## config.mk

```make
export PLATFORM = sky130hd
export DESIGN_NAME = pc_sequencer
export DESIGN_NICKNAME = d
export VERILOG_FILES = /design/src/rtl/pc_sequencer.sv
export SDC_FILE = /design/constraint.sdc
export NUM_CORES = 1
export LEC_CHECK = 0
export BUFFER_PORTS_ARGS = -buffer_cell sky130_fd_sc_hd__buf_4
export CELL_PAD_IN_SITES_DETAIL_PLACEMENT = 1
export CELL_PAD_IN_SITES_GLOBAL_PLACEMENT = 1
export CORE_MARGIN = 1
export CORE_UTILIZATION = 44
export CTS_CLUSTER_SIZE = 30
export DETAILED_ROUTE_END_ITERATION = 10
export PLACE_DENSITY_LB_ADDON = 0.1
export SYNTH_ARGS = -nofsm -noshare
export SYNTH_HDL_FRONTEND = slang
export SYNTH_SLANG_ARGS = --single-unit
```

## constraint.sdc

```tcl
create_clock -name clk -period 2.8 [get_ports clk]
set_input_delay 0.14 -clock clk [delete_from_list [all_inputs] [get_ports clk]]
set_output_delay 0.14 -clock clk [all_outputs]
set_load 0.005 [all_outputs]
```

## src/rtl/pc_sequencer.sv

```systemverilog
// pc_sequencer: fetch-side PC register, imem req/ack handshake, one-entry skid and redirect flush
module pc_sequencer #(
    parameter int                 ADDR_W   = 32,
    parameter logic [ADDR_W-1:0]  RESET_PC = '0
) (
    input  logic              clk,
    input  logic              rst_n,
    input  logic              stall,
    input  logic              redirect_valid,
    input  logic [ADDR_W-1:0] redirect_pc,
    output logic              imem_req,
    output logic [ADDR_W-1:0] imem_addr,
    input  logic              imem_ack,
    input  logic [31:0]       instr_in,
    output logic              if_valid,
    output logic [31:0]       if_instr,
    output logic [ADDR_W-1:0] if_pc,
    output logic [ADDR_W-1:0] if_pc_plus4,
    output logic              flush
);
    typedef enum logic [1:0] {BOOT, REQ, HOLD, DRAIN} state_t;
    localparam logic [ADDR_W-1:0] boot_pc = {RESET_PC[ADDR_W-1:2], 2'b00};
    state_t            state, state_n;
    logic [ADDR_W-1:0] pc, pc_n, skid_pc, skid_pc_n, addr_n, if_pc_n, plus4_n;
    logic [31:0]       skid_instr, skid_instr_n, if_instr_n;
    logic              req_n, valid_n, flush_n;
    logic [ADDR_W-1:0] rpc;
    logic              pend;
    assign rpc  = {redirect_pc[ADDR_W-1:2], 2'b00};
    // a redirect that arrives without the ack leaves a request that cannot be withdrawn
    assign pend = (state != HOLD) && !imem_ack;
    // state, pc, skid and every output are registered together
    always_ff @(posedge clk or negedge rst_n) begin
        if (!rst_n) begin
            state       <= BOOT;
            pc          <= boot_pc;
            skid_pc     <= '0;
            skid_instr  <= '0;
            imem_req    <= 1'b0;
            imem_addr   <= '0;
            if_valid    <= 1'b0;
            if_instr    <= '0;
            if_pc       <= '0;
            if_pc_plus4 <= '0;
            flush       <= 1'b0;
        end else begin
            state       <= state_n;
            pc          <= pc_n;
            skid_pc     <= skid_pc_n;
            skid_instr  <= skid_instr_n;
            imem_req    <= req_n;
            imem_addr   <= addr_n;
            if_valid    <= valid_n;
            if_instr    <= if_instr_n;
            if_pc       <= if_pc_n;
            if_pc_plus4 <= plus4_n;
            flush       <= flush_n;
        end
    end
    // next state and next registered outputs; redirect outranks stall and ack outside BOOT
    always_comb begin
        state_n      = state;
        pc_n         = pc;
        skid_pc_n    = skid_pc;
        skid_instr_n = skid_instr;
        req_n        = imem_req;
        addr_n       = imem_addr;
        valid_n      = if_valid;
        if_instr_n   = if_instr;
        if_pc_n      = if_pc;
        plus4_n      = if_pc_plus4;
        flush_n      = 1'b0;
        if (state != BOOT && redirect_valid) begin
            pc_n         = rpc;
            valid_n      = 1'b0;
            skid_pc_n    = '0;
            skid_instr_n = '0;
            flush_n      = 1'b1;
            req_n        = 1'b1;
            addr_n       = pend ? imem_addr : rpc;
            state_n      = pend ? DRAIN : REQ;
        end else begin
            case (state)
                BOOT: begin
                    pc_n    = redirect_valid ? rpc : pc;
                    flush_n = redirect_valid;
                    state_n = REQ;
                    req_n   = 1'b1;
                    addr_n  = pc_n;
                end
                REQ: begin
                    if (imem_ack && (!if_valid || !stall)) begin
                        if_instr_n = instr_in;
                        if_pc_n    = pc;
                        plus4_n    = pc + ADDR_W'(4);
                        valid_n    = 1'b1;
                        pc_n       = pc + ADDR_W'(4);
                        addr_n     = pc_n;
                    end else if (imem_ack) begin
                        skid_instr_n = instr_in;
                        skid_pc_n    = pc;
                        pc_n         = pc + ADDR_W'(4);
                        req_n        = 1'b0;
                        state_n      = HOLD;
                    end else if (if_valid && !stall) begin
                        valid_n = 1'b0;
                    end
                end
                HOLD: begin
                    if (!stall) begin
                        if_instr_n = skid_instr;
                        if_pc_n    = skid_pc;
                        plus4_n    = skid_pc + ADDR_W'(4);
                        valid_n    = 1'b1;
                        req_n      = 1'b1;
                        addr_n     = pc;
                        state_n    = REQ;
                    end
                end
                default: begin
                    if (imem_ack) begin
                        addr_n  = pc;
                        state_n = REQ;
                    end
                end
            endcase
        end
    end
endmodule

```

==> metrics <==
synthesized cell area approximately 12000 um2; Sequential Area 5680 um2; GR Overflow Total 0; root buf cell clkbuf_16; setup slack at placement 0.209 ns; via count around 11k; TritonRoute pass-1 iters 7; # nets final 1567; DRT iter0 DRCs between 1k and 1.5k; WS Path Type flop to flop; Post-CTS Resized 0; H-tree Lvls 1; asr flop ratio synth 100%; Post-route DRC 0; area grow syn2layout 29.9%; switching pwr 5.48 mW; first-pass GRT wire length roughly 67000 um; Final Max Tran Viols 0; Top FF cell, synth dfrtp_1; Final Hold Vio Count 0; die width between 150 and 200 um; VDD IR max roughly 0.48 mV; cts hold-fix bufs 54; multi-input logic area about 6000 um2; via/cell ratio between 5 and 6; Crit. End Element flop; Final Util just under 60%; Hold/Removal Path Class input pin to flop; die area 28500 um2; GRT Overall Usage ~30%; Logic pwr share a little under two fifths; wirelength, routed around 42000 um; Antenna diodes 0; clock skew 0.0176 ns; CP cell instances ha_1 -> nand4_4 -> or4_1 -> nor3_2 -> xnor2_1 -> o221ai_1; TritonCTS Sinks between 200 and 250; Placed Area between 10000 and 15000 um2; GP Congestion 0.886; Routed Antenna Nets 0; core area between 20000 and 30000 um2; RSZ-0062 raised after global routing no; Initial Utilization 45.1%; Synth Area per Inst ~9.7 um2; share of post-route cells with drive strength above 1 roughly a quarter; Routed wire per std cell 22.5 um; CP Max Fanout 7; Clk pwr share a little over a quarter; Ys Warns 0; sequential power share 35.5%; Slew @ Worst Pin between 1 and 1.5 ns; period utilization between 90% and 100%; fill cell count between 2k and 3k; largest delay contributor family on the critical path simple AND/OR/NAND/NOR gates; worst-skew pair later-pin latency roughly 0.54 ns; Longest Clk Path Bufs 3; clk slew on worst S/H paths around 0.07 ns; fin area around 16000 um2; die height 169 um; Yosys reg bits roughly 230; setup TNS 0 ns; critical path's largest stage delay ~0.72 ns; TritonCTS clock tree done; sequential element share of the synthesized area approximately 46%; R2R setup slack roughly 0.14 ns; status complete, no violations; switch share 36.8%; vias in the first global route roughly 12k; Slew HR 15.7%; final worst slack 0.135 ns; number of CTS-inserted buffers 26; leak pwr around 6.9 nW; Hold WS roughly 0.027 ns; Critical Path Start Type flop; initial antenna violation count 0; pin count of the biggest net entering global routing approximately 170; setup bufs post-CTS 0; Buf+Inv Stages, Crit Path 0; Post-synth EDFFs 0; port bufs 197; Final HPWL DP about 28000 um; final setup fails 0; Internal roughly 9.4 mW; cell count after synthesis roughly 1.3k; Power Dens Cells about 940 nW/um2; max_cap viols 0; worst path required time about 3.2 ns; io pins 200; CP Data Arrival Time a little over 3 ns; row cnt 60; Slowest cell on crit path or4_1; Yosys cell types slightly above 70; Final min period between 2 and 3 ns; Fmax about 0.38 GHz; syn nets roughly 1.3k
-- Yosys cell counts, types with 14 or more instances --
cell / n / share of area (%)
a221oi_1: 14 / 1.0
o221ai_1: 17 / 1.2
nand4_1: 23 / 1.2
mux2i_1: 80 / 6.5
o21ai_0: 130 / 5.3
dfrtp_1: 227 / 46
nor2_1: 54 / 1.7
o22ai_1: 14 / 0.72
xnor2_1: 22 / 1.6
nor3_1: 16 / 0.65
a21oi_1: 42 / 1.7
a22o_1: 68 / 4.9
nand2_1: 155 / 4.8
xor2_1: 24 / 1.7
mux2_2: 18 / 1.7
nand3_1: 23 / 0.94
clkbuf_1: 84 / 2.6
buf_2: 15 / 0.61
inv_1: 21 / 0.64
buf_1: 19 / 0.58
-- logic make-up (layout without fill, tap and decap cells) --
logic type,after synthesis,count (layout),synth area share (%)
AO/OA/AOI/OAI,398,398,22.5
AND/OR/NAND/NOR,345,345,14.1
flip-flops,227,227,46.4
buffers and inverters,147,393,4.94
multiplexers,98,98,8.20
XOR/XNOR,46,46,3.29
adder cells (fa/ha/maj),6,6,0.593
-- through the flow --
step	std cells	power [mW]
after floorplan	1267	7.86
after global placement	1783	10.6
after detailed placement	1783	10.9
after CTS	1885	14.9
after global routing	1885	15.7
final	1885	14.9
-- final cells by class --
class / count / share of cell area [%]
multi-input cells: 893 / 37.8
flip-flops and latches: 227 / 35.8
repair buffers: 323 / 16.8
clock buffers: 34 / 4.73
well taps: 372 / 2.93
clock inverters: 14 / 1.47
inverters: 22 / 0.520
-- final timing paths --
kind	startpoint	endpoint	cells past startpoint
setup reg to reg	pc[2]	if_pc_plus4[24]	6
hold reg to reg	if_pc_plus4[2]	if_pc_plus4[2]	2
max in group asynchronous	rst_n	pc[3]	3
hold / removal	redirect_pc[19]	imem_addr[19]	5
setup / recovery	pc[2]	if_pc_plus4[24]	6
min in group asynchronous	rst_n	if_instr[29]	2
-- registers in the layout (all words and copies together) (netlist names) --
name         cells
if_pc_plus4     30
if_valid         1
pc              32
skid_pc         32
imem_addr       32
if_pc           32
if_instr        32
skid_instr      32
imem_req         1
state            2
flush            1
-- per-layer routing --
| metal | vias up | GRT usage, % | part of all wire (%) |
|---|---|---|---|
| met4 | 0 | 9.09 | 2.3 |
| met5 | - | 0 | 0 |
| met3 | 68 | 3.81 | 5.4 |
| met1 | 5732 | 42.6 | 46 |
| met2 | 359 | 48.1 | 46 |
| li1 | 5119 | - | - |
-- power by group through the flow --
stage	clock, mW	sequential [mW]	combinational, mW
2_1_floorplan	0	5.02	2.84
4_1_cts	3.96	5.28	5.67
3_3_place_gp	0	5.27	5.38
3_5_place_dp	0	5.33	5.55
5_1_grt	4.08	5.41	6.22
6_report	3.91	5.29	5.69
-- cells in the final DEF, fill, tap and decap left out, types with 15 or more instances in the layout --
cell type        n
xor2_1          24
mux2i_1         80
a21oi_1         41
dfrtp_1        227
buf_4          260
o221ai_1        17
mux2_2          18
inv_1           21
nor3_1          15
o21ai_0        130
nand4_1         23
nand2_1        155
clkbuf_16       27
nand3_1         23
nor2_1          53
a22o_1          68
xnor2_1         22
dlygate4sd3_1   54
-- tightest hold or removal path, cell delays in order --
cell      delay, ns
buf_4          0.12
inv_1          0.06
nand4_1        0.07
o221ai_1       0.08
a21oi_1        0.05
(Power assumes the default switching activity.)
